### src/rtl/kernel_conv.sv
// Normalised 2-D convolution of one pixel window: a serial multiply-accumulate over the
// active N x N taps, followed by a restoring divide by the kernel sum and saturation to 8 bits.
module kernel_conv #(
  parameter int MAX_KERNEL = 7
) (
  input  logic                                           clk,
  input  logic                                           n_rst,
  input  logic [$clog2(MAX_KERNEL)-1:0]                  kernel_size,
  input  logic [MAX_KERNEL-1:0][MAX_KERNEL-1:0][7:0]     kernel,
  input  logic [31:0]                                    kernel_sum,
  input  logic                                           kernel_load,
  input  logic [MAX_KERNEL-1:0][MAX_KERNEL-1:0][7:0]     window,
  input  logic                                           win_valid,
  output logic                                           win_ready,
  output logic [7:0]                                     pixel_out,
  output logic                                           out_valid,
  input  logic                                           out_ready,
  output logic                                           div_err,
  output logic                                           busy,
  output logic [1:0]                                     dbg_state
);

  localparam int NW = $clog2(MAX_KERNEL);
  localparam logic [NW-1:0] ONE_N = 1;

  // Handshakes: a window transfers on a rising edge with win_valid && win_ready;
  // a result transfers on a rising edge with out_valid && out_ready. Neither valid
  // depends combinationally on the opposite ready.
  typedef enum logic [1:0] {
    S_IDLE = 2'd0,
    S_MAC  = 2'd1,
    S_DIV  = 2'd2,
    S_OUT  = 2'd3
  } state_t;

  state_t                                       r_state;
  logic                                         r_pending;
  logic                                         r_kernel_ok;
  logic [MAX_KERNEL-1:0][MAX_KERNEL-1:0][7:0]   r_w;
  logic [MAX_KERNEL-1:0][MAX_KERNEL-1:0][7:0]   r_win;
  logic [31:0]                                  r_sum;
  logic [NW-1:0]                                r_n;
  logic [NW-1:0]                                r_x;
  logic [NW-1:0]                                r_y;
  logic [31:0]                                  r_acc;
  logic [31:0]                                  r_quo;
  logic [31:0]                                  r_rem;
  logic [4:0]                                   r_cnt;
  logic [7:0]                                   r_pixel;
  logic                                         r_div_err;

  logic [NW-1:0]  w_nm1;
  logic [7:0]     w_pix;
  logic [7:0]     w_wt;
  logic [15:0]    w_prod;
  logic [31:0]    w_acc_nx;
  logic [32:0]    w_rem_sh;
  logic           w_ge;
  logic [31:0]    w_diff;
  logic [31:0]    w_quo_nx;
  logic [7:0]     w_sat;
  logic           w_win_ready;

  assign w_nm1    = r_n - ONE_N;
  assign w_pix    = r_win[r_x][r_y];
  assign w_wt     = r_w[r_x][r_y];
  assign w_prod   = {8'd0, w_pix} * {8'd0, w_wt};
  assign w_acc_nx = r_acc + {16'd0, w_prod};

  // One restoring step; the remainder stays below the divisor, so the low 32 bits of the
  // difference are exact whenever the subtraction is taken.
  assign w_rem_sh = {r_rem, r_quo[31]};
  assign w_ge     = (w_rem_sh >= {1'b0, r_sum});
  assign w_diff   = w_rem_sh[31:0] - r_sum;
  assign w_quo_nx = {r_quo[30:0], w_ge};
  assign w_sat    = (w_quo_nx[31:8] != 24'd0) ? 8'hFF : w_quo_nx[7:0];

  assign w_win_ready = (r_state == S_IDLE) && r_kernel_ok && !r_pending;

  always_ff @(posedge clk or negedge n_rst) begin
    if (!n_rst) begin
      r_state     <= S_IDLE;
      r_pending   <= 1'b0;
      r_kernel_ok <= 1'b0;
      r_w         <= '0;
      r_win       <= '0;
      r_sum       <= '0;
      r_n         <= '0;
      r_x         <= '0;
      r_y         <= '0;
      r_acc       <= '0;
      r_quo       <= '0;
      r_rem       <= '0;
      r_cnt       <= '0;
      r_pixel     <= '0;
      r_div_err   <= 1'b0;
    end else begin
      if (kernel_load) begin
        r_pending <= 1'b1;
      end else if ((r_state == S_IDLE) && r_pending) begin
        r_pending <= 1'b0;
      end

      case (r_state)
        S_IDLE: begin
          // A pending kernel capture always wins over accepting a window.
          if (r_pending) begin
            r_w         <= kernel;
            r_sum       <= kernel_sum;
            r_n         <= (kernel_size == '0) ? ONE_N : kernel_size;
            r_kernel_ok <= 1'b1;
          end else if (win_valid && w_win_ready) begin
            r_win   <= window;
            r_acc   <= '0;
            r_x     <= '0;
            r_y     <= '0;
            r_state <= S_MAC;
          end
        end
        S_MAC: begin
          r_acc <= w_acc_nx;
          if (r_x == w_nm1) begin
            r_x <= '0;
            if (r_y == w_nm1) begin
              r_quo   <= w_acc_nx;
              r_rem   <= '0;
              r_cnt   <= '0;
              r_state <= S_DIV;
            end else begin
              r_y <= r_y + ONE_N;
            end
          end else begin
            r_x <= r_x + ONE_N;
          end
        end
        S_DIV: begin
          r_rem <= w_ge ? w_diff : w_rem_sh[31:0];
          r_quo <= w_quo_nx;
          r_cnt <= r_cnt + 5'd1;
          if (r_cnt == 5'd31) begin
            r_pixel   <= (r_sum == 32'd0) ? 8'd0 : w_sat;
            r_div_err <= (r_sum == 32'd0);
            r_state   <= S_OUT;
          end
        end
        S_OUT: begin
          if (out_ready) begin
            r_div_err <= 1'b0;
            r_state   <= S_IDLE;
          end
        end
        default: r_state <= S_IDLE;
      endcase
    end
  end

  assign win_ready = w_win_ready;
  assign pixel_out = r_pixel;
  assign out_valid = (r_state == S_OUT);
  assign div_err   = r_div_err;
  assign busy      = (r_state != S_IDLE);
  assign dbg_state = r_state;

endmodule

### config.mk
export PLATFORM = sky130hd
export DESIGN_NAME = kernel_conv
export DESIGN_NICKNAME = d
export VERILOG_FILES = /design/src/rtl/kernel_conv.sv
export SDC_FILE = /design/constraint.sdc
export NUM_CORES = 2
export LEC_CHECK = 0
export ABC_AREA = 1
export CAP_MARGIN = 40
export CORE_AREA = 2 2 327 329
export CTS_BUF_LIST = sky130_fd_sc_hd__clkbuf_8
export DETAILED_ROUTE_END_ITERATION = 16
export DIE_AREA = 0 0 329 331
export GPL_TIMING_DRIVEN = 0
export PLACE_DENSITY = 0.72
export REMOVE_ABC_BUFFERS = 1
export SYNTH_ARGS = -nofsm -noshare
export SYNTH_HDL_FRONTEND = slang
export SYNTH_SLANG_ARGS = --single-unit
### constraint.sdc
create_clock -name clk -period 12.92 [get_ports clk]
set_input_delay 3.23 -clock clk [delete_from_list [all_inputs] [get_ports clk]]
set_output_delay 3.23 -clock clk [all_outputs]
set_load 0.02 [all_outputs]
After elaboration in Yosys (flattened, before gate mapping)
Index checks and enable logic that the tools add are counted.
{ "op_classes": {"n_addsub": 6, "multipliers": 1, "order_cmp": 3, "n_eq_ne": 13, "mux": 43, "bitwise": 1, "reduce_logical": 22} }
{ "op_table": {"columns": ["op", "n"], "rows": [
  ["$bmux 56 s3", 2],
  ["$mux 32", 7],
  ["$pmux 32 s2", 3],
  ["$mux 56", 2],
  ["$bmux 8 s3", 2],
  ["$ge 33x32->1", 1],
  ["$add 32x16->32", 1],
  ["$logic_not 32->1", 1],
  ["$mux 8", 4],
  ["$sub 32x32->32", 1],
  ["$reduce_bool 24->1", 1],
  ["$mux 3", 6],
  ["$mul 8x8->16", 1],
  ["$mux 2", 6],
  ["$pmux 3 s2", 2],
  ["$reduce_and 3->1", 4],
  ["$mux 5", 2],
  ["$ne 2x2->1 const B", 5],
  ["$pmux 5 s2", 1],
  ["$reduce_bool 2->1", 5],
  ["$lt 3x4->1 const B", 2],
  ["$pmux 2 s4", 1],
  ["$add 3x1->3 const B", 2],
  ["$eq 3x3->1", 2],
  ["other kinds (16)", 25]
]} }
{ "word_totals": {"ff_bits": 939, "in_bits": 824, "elab_cells": 200} }

Depth between registers and ports, before layout
{ "logic_depth": {"depth_word": 9, "ltp_mapped": 36, "depth_no_buf": 33} }

Least setup slack after synthesis
Ideal clock, no wire load.
{ "synth_path": {"path_type": "register to register", "from": "reg r_x[1]", "to": "reg r_acc[25]", "setup_time_ps": 130, "arrival_ps": 4960, "required_time_ps": 12790, "path_slack_ps": 7830, "path_stages_with_launch": 32, "n_path_buf": 3, "synth_period_minus_slack_ps": 5090, "path_cell_list": "dfrtp_1 > buf_4 > inv_4 > buf_4 > clkbuf_1 > o21ai_0 > o211ai_1 > nand3_1 > nand3_1 > nand3_2 > nand2_2 > nand2_1 > fa_1 > inv_1 > fa_1 > inv_1 > fa_1 > inv_1 > fa_1 > ha_1 > a21oi_1 > nand2_1 > nand2_1 > nand2_1 > nand2_1 > nand2_1 > nand2_1 > nand2_1 > nand2_1 > nand2_1 > nand3_1 > o21ai_0"} }
{ "synth_via": {"elab_chain_len": 7} }
{ "synth_lines": {"columns": ["element", "line", "source"], "rows": [
  ["start: declaration", "43", "logic [NW-1:0] r_x;"],
  ["start signal: assignment", "133", "r_x <= r_x + ONE_N;"],
  ["$bmux 56 s3 (on tied branches)", "65, 66", null],
  ["$mux 56 (on tied branches)", "65, 66", null],
  ["$bmux 8 s3 (on tied branches)", "65, 66", null],
  ["$mux 8 (on tied branches)", "65, 66", null],
  ["$mul 8x8->16 *", "67", "assign w_prod = {8'd0, w_pix} * {8'd0, w_wt};"],
  ["$add 32x16->32 *", "68", "assign w_acc_nx = r_acc + {16'd0, w_prod};"],
  ["$pmux 32 s2 *", "104", "case (r_state)"],
  ["end signal: assignment", "121", "r_acc <= w_acc_nx;"],
  ["end: declaration", "45", "logic [31:0] r_acc;"]
]} }
Mark *: on every way between the ends. The rest lies on a longest branch, timed or not. The select of a mux whose other input is x is not followed.
A chain may end at the register's enable or synchronous reset.

Final worst setup path
{ "layout_path": {"from": "reg r_x[1]", "to": "reg r_quo[31]"} }
{ "layout_via": {"elab_chain_len": 9} }
{ "layout_lines": {"columns": ["element", "line", "source"], "rows": [
  ["$bmux 56 s3 (on tied branches)", "65, 66", null],
  ["$mux 56 (on tied branches)", "65, 66", null],
  ["$bmux 8 s3 (on tied branches)", "65, 66", null],
  ["$mux 8 (on tied branches)", "65, 66", null],
  ["$mul 8x8->16", "67", null],
  ["$add 32x16->32", "68", null],
  ["$mux 32", "124", "if (r_y == w_nm1) begin"],
  ["$mux 32", "122", "if (r_x == w_nm1) begin"],
  ["$pmux 32 s2", "104", null],
  ["end signal: assignment", "125", "r_quo <= w_acc_nx;"],
  ["end signal: assignment", "138", "r_quo <= w_quo_nx;"],
  ["end: declaration", "46", "logic [31:0] r_quo;"]
]} }
Several ways; a longest one is shown, not always the timed one. The select of a mux whose other input is x is not followed.

==> flow_metrics.env <==
export IMPL_status="complete, no violations"
export IMPL_slowest_stage="dfrtp_4"
export IMPL_critPathMaxFanout=69
export IMPL_p_per_area_nw_per_um2=277
export IMPL_drtIter0Drc=4474
export IMPL_nets=8421
export IMPL_die_w_um=329
export IMPL_yosysSeqAreaShare_pct=47.6
export IMPL_ys_types=41
export IMPL_vias=48200
export IMPL_grt_pass1_vias=46200
export IMPL_synthArstFlopShare_pct=100
export IMPL_start_util_pct=47.0
export IMPL_min_period_ns=7.48
export IMPL_fmax_mhz=134
export IMPL_viasPerCell=5.31
export IMPL_relSlewSlack_pct=35.5
export IMPL_cts_tree="yes"
export IMPL_die_area_um2=109000
export IMPL_ios=838
export IMPL_r2r_end="r_quo[31]"
export IMPL_die_h_um=331
export IMPL_routabilityCongestion=0.925
export IMPL_antenna_found_initial=106
export IMPL_maxSlewViolCount=0
export IMPL_hold_violations=0
export IMPL_syn_area_um2=49400
export IMPL_synth_edf_count=0
export IMPL_nFillCells=9616
export IMPL_period_share_pct=57.9
export IMPL_crit_top_cell="nand2_1"
export IMPL_finalPower_mw=17.3
export IMPL_area_delta_synth_final_pct=26.9
export IMPL_insertion_delay_ns=0.89
export IMPL_path_class="flop to flop"
export IMPL_tightestPinTransition_ns=0.968
export IMPL_hold_class="flop to flop"
export IMPL_htree_num_levels=4
export IMPL_reg2reg_from="r_x[1]"
export IMPL_wire_per_inst_um=20.2
export IMPL_ys_flop_type="dfrtp_1"
export IMPL_drt_total_wl_mm=183
export IMPL_first_pass_iters=6
export IMPL_grt_max_degree=172
export IMPL_hold_depth=2
export IMPL_setup_violations=0
export IMPL_syn_instance_count=6784
export IMPL_endpoint_kind="flop"
export IMPL_required_ns=13.63
export IMPL_skew_ns=0.0734
export IMPL_clk_path_buf_depth=3
export IMPL_path_clk_slew_ns=0.05
export IMPL_track_usage_pct=33.0
export IMPL_drc=0
export IMPL_clock_sinks=939
export IMPL_drive_gt1_share_pct=4.34
export IMPL_maxCapViolCount=0
export IMPL_max_stage_delay_ns=0.97
export IMPL_rows=119
export IMPL_ys_ff_latch=939
export IMPL_ir_worst_vdd_mv=0.535
export IMPL_coreArea_um2=105000
export IMPL_met3_usage_pct=7.66
export IMPL_grt_overflow_total=0
export IMPL_rsz0062_at_grt="no"
export IMPL_grt_pass1_wl_mm=274
export IMPL_post_cts_resized=0
export IMPL_reg2reg_depth=32
export IMPL_startpoint_type="flop"
export IMPL_power_leakage_nw=32.1
export IMPL_grt_use_met1_pct=41.6
export IMPL_gr_max_usage_layer="met2"
export IMPL_met2_usage_pct=52.6
export IMPL_hold_buffers=0
export IMPL_rrSetupSlack_ns=5.44
export IMPL_endpoint="r_quo[31]"
export IMPL_port_buffers=837
export IMPL_ant_nets=0
export IMPL_crit_arrival_ns=8.18
export IMPL_hpwl_mm=128
export IMPL_final_util_pct=59.7
export IMPL_critPathLaunch="r_x[1]"
export IMPL_cts_root_buf="clkbuf_8"
export IMPL_numCtsBuffers=162
export IMPL_avgSynthCellArea_um2=7.28
export IMPL_yosysWarningCount=0
export IMPL_post_cts_buffers=0
## area by class of cell
class | count | area (um2) | area share (%)
Clock buffer | 200 | 2750 | 4.39
Clock inverter | 90 | 434 | 0.693
Timing Repair Buffer | 890 | 9730 | 15.5
Inverter | 346 | 1330 | 2.13
Sequential cell | 939 | 23500 | 37.5
Antenna cell | 84 | 210 | 0.336
Tap cell | 1391 | 1740 | 2.78
Multi-Input combinational cell | 5124 | 22900 | 36.6
## per-layer routing
metal  vias up  wire, um
met5         -       355
met1     23000     73100
met2      1955     84700
met3       466     15400
met4        56      9650
li1      22700         -
## state kept, by name (all words and copies together) (netlist names)
name         cells
r_x              3
r_quo           32
r_y              3
r_rem           32
r_sum           32
r_kernel_ok      1
r_win          392
div_err          1
r_w            392
dbg_state        2
r_acc           32
r_n              3
r_cnt            5
r_pending        1
pixel_out        8
## layout by cell type (no fill, tap or decap), types with 10 or more instances in the layout
| cell | netlist | layout |
|---|---|---|
| a21oi_1 | 59 | 59 |
| buf_12 | 0 | 10 |
| buf_16 | 0 | 41 |
| clkbuf_8 | 0 | 200 |
| clkdlybuf4s50_1 | 0 | 836 |
| dfrtp_1 | 939 | 935 |
| diode_2 | 0 | 84 |
| fa_1 | 51 | 51 |
| ha_1 | 83 | 83 |
| inv_1 | 331 | 400 |
| inv_2 | 11 | 10 |
| nand2_1 | 3220 | 3218 |
| nand2_2 | 20 | 20 |
| nand3_1 | 344 | 344 |
| nand3b_1 | 16 | 16 |
| nand4_1 | 18 | 18 |
| nor2_1 | 629 | 628 |
| nor3_1 | 12 | 12 |
| nor4_1 | 16 | 16 |
| o211ai_1 | 135 | 135 |
| o21ai_0 | 418 | 418 |
| o21ai_1 | 24 | 24 |
| o22ai_1 | 14 | 14 |
| xnor2_1 | 16 | 16 |
| xor2_1 | 14 | 14 |
## critical path, delay by kind of cell, from the launching register on
family                   cells  cell delay [ns]
buffers and inverters        7             1.10
AO/OA/AOI/OAI                1             0.08
flip-flops                   1             0.97
AND/OR/NAND/NOR             19             2.70
adder cells (fa/ha/maj)      5             2.36
## report_power, final
group / switching (mW) / internal [mW]
Sequential: 0.769 / 4.23
Clock: 1.30 / 1.40
Combinational: 6.28 / 3.37
Total: 8.35 / 9.00
## synthesized netlist by cell type, types with 5 or more instances
cell type / count / area [um2]
nor3_1: 12 / 60.1
fa_1: 51 / 1020
ha_1: 83 / 1040
o21bai_1: 5 / 37.5
xor2_1: 14 / 123
nor4_1: 16 / 100
o22ai_1: 14 / 87.6
nand2_2: 20 / 125
nand3_1: 344 / 1720
nand4_1: 18 / 113
nand3b_1: 16 / 120
a22o_1: 5 / 43.8
buf_4: 21 / 158
xnor2_1: 16 / 140
a21oi_1: 59 / 295
inv_2: 11 / 41.3
inv_1: 331 / 1240
buf_2: 102 / 510
buf_1: 21 / 78.8
o21ai_1: 24 / 120
dfrtp_1: 939 / 23500
nand2_1: 3220 / 12100
nor2_1: 629 / 2360
o211ai_1: 135 / 1010
buf_6: 9 / 101
o21ai_0: 418 / 2090
clkbuf_1: 222 / 833
## through the flow
step / hold WS (ns) / setup TNS, ns / setup slack, ns / instance area, um2 / std cells
floorplan: 0.432 / -3714.27 / -6.20 / 47700 / 6409
global placement: 0.446 / - / -34.77 / 57800 / 8637
finish: 0.460 / 0 / 5.44 / 62600 / 9064
CTS: 0.462 / 0 / 5.45 / 62400 / 8980
detailed placement: 0.450 / 0 / 5.45 / 59300 / 8690
global route: 0.485 / 0 / 5.01 / 62600 / 9051
## cell families after synthesis
family          Yosys count  synth area share, %
fa+ha+maj               134                 4.17
simple gates           4291                 34.1
buf+inv                 721                 6.04
compound gates          669                 7.61
flops                   939                 47.6
xor+xnor                 30                0.532
## worst min path at each step
stage	start	to	slack [ns]
finish	r_kernel_ok	r_kernel_ok	0.46
global route	r_win[152]	r_win[152]	0.48
CTS	r_kernel_ok	r_kernel_ok	0.46
detailed placement	r_kernel_ok	r_kernel_ok	0.45
global placement	r_kernel_ok	r_kernel_ok	0.45
floorplan	r_kernel_ok	r_kernel_ok	0.43
Power figures use the tool's default switching activity.
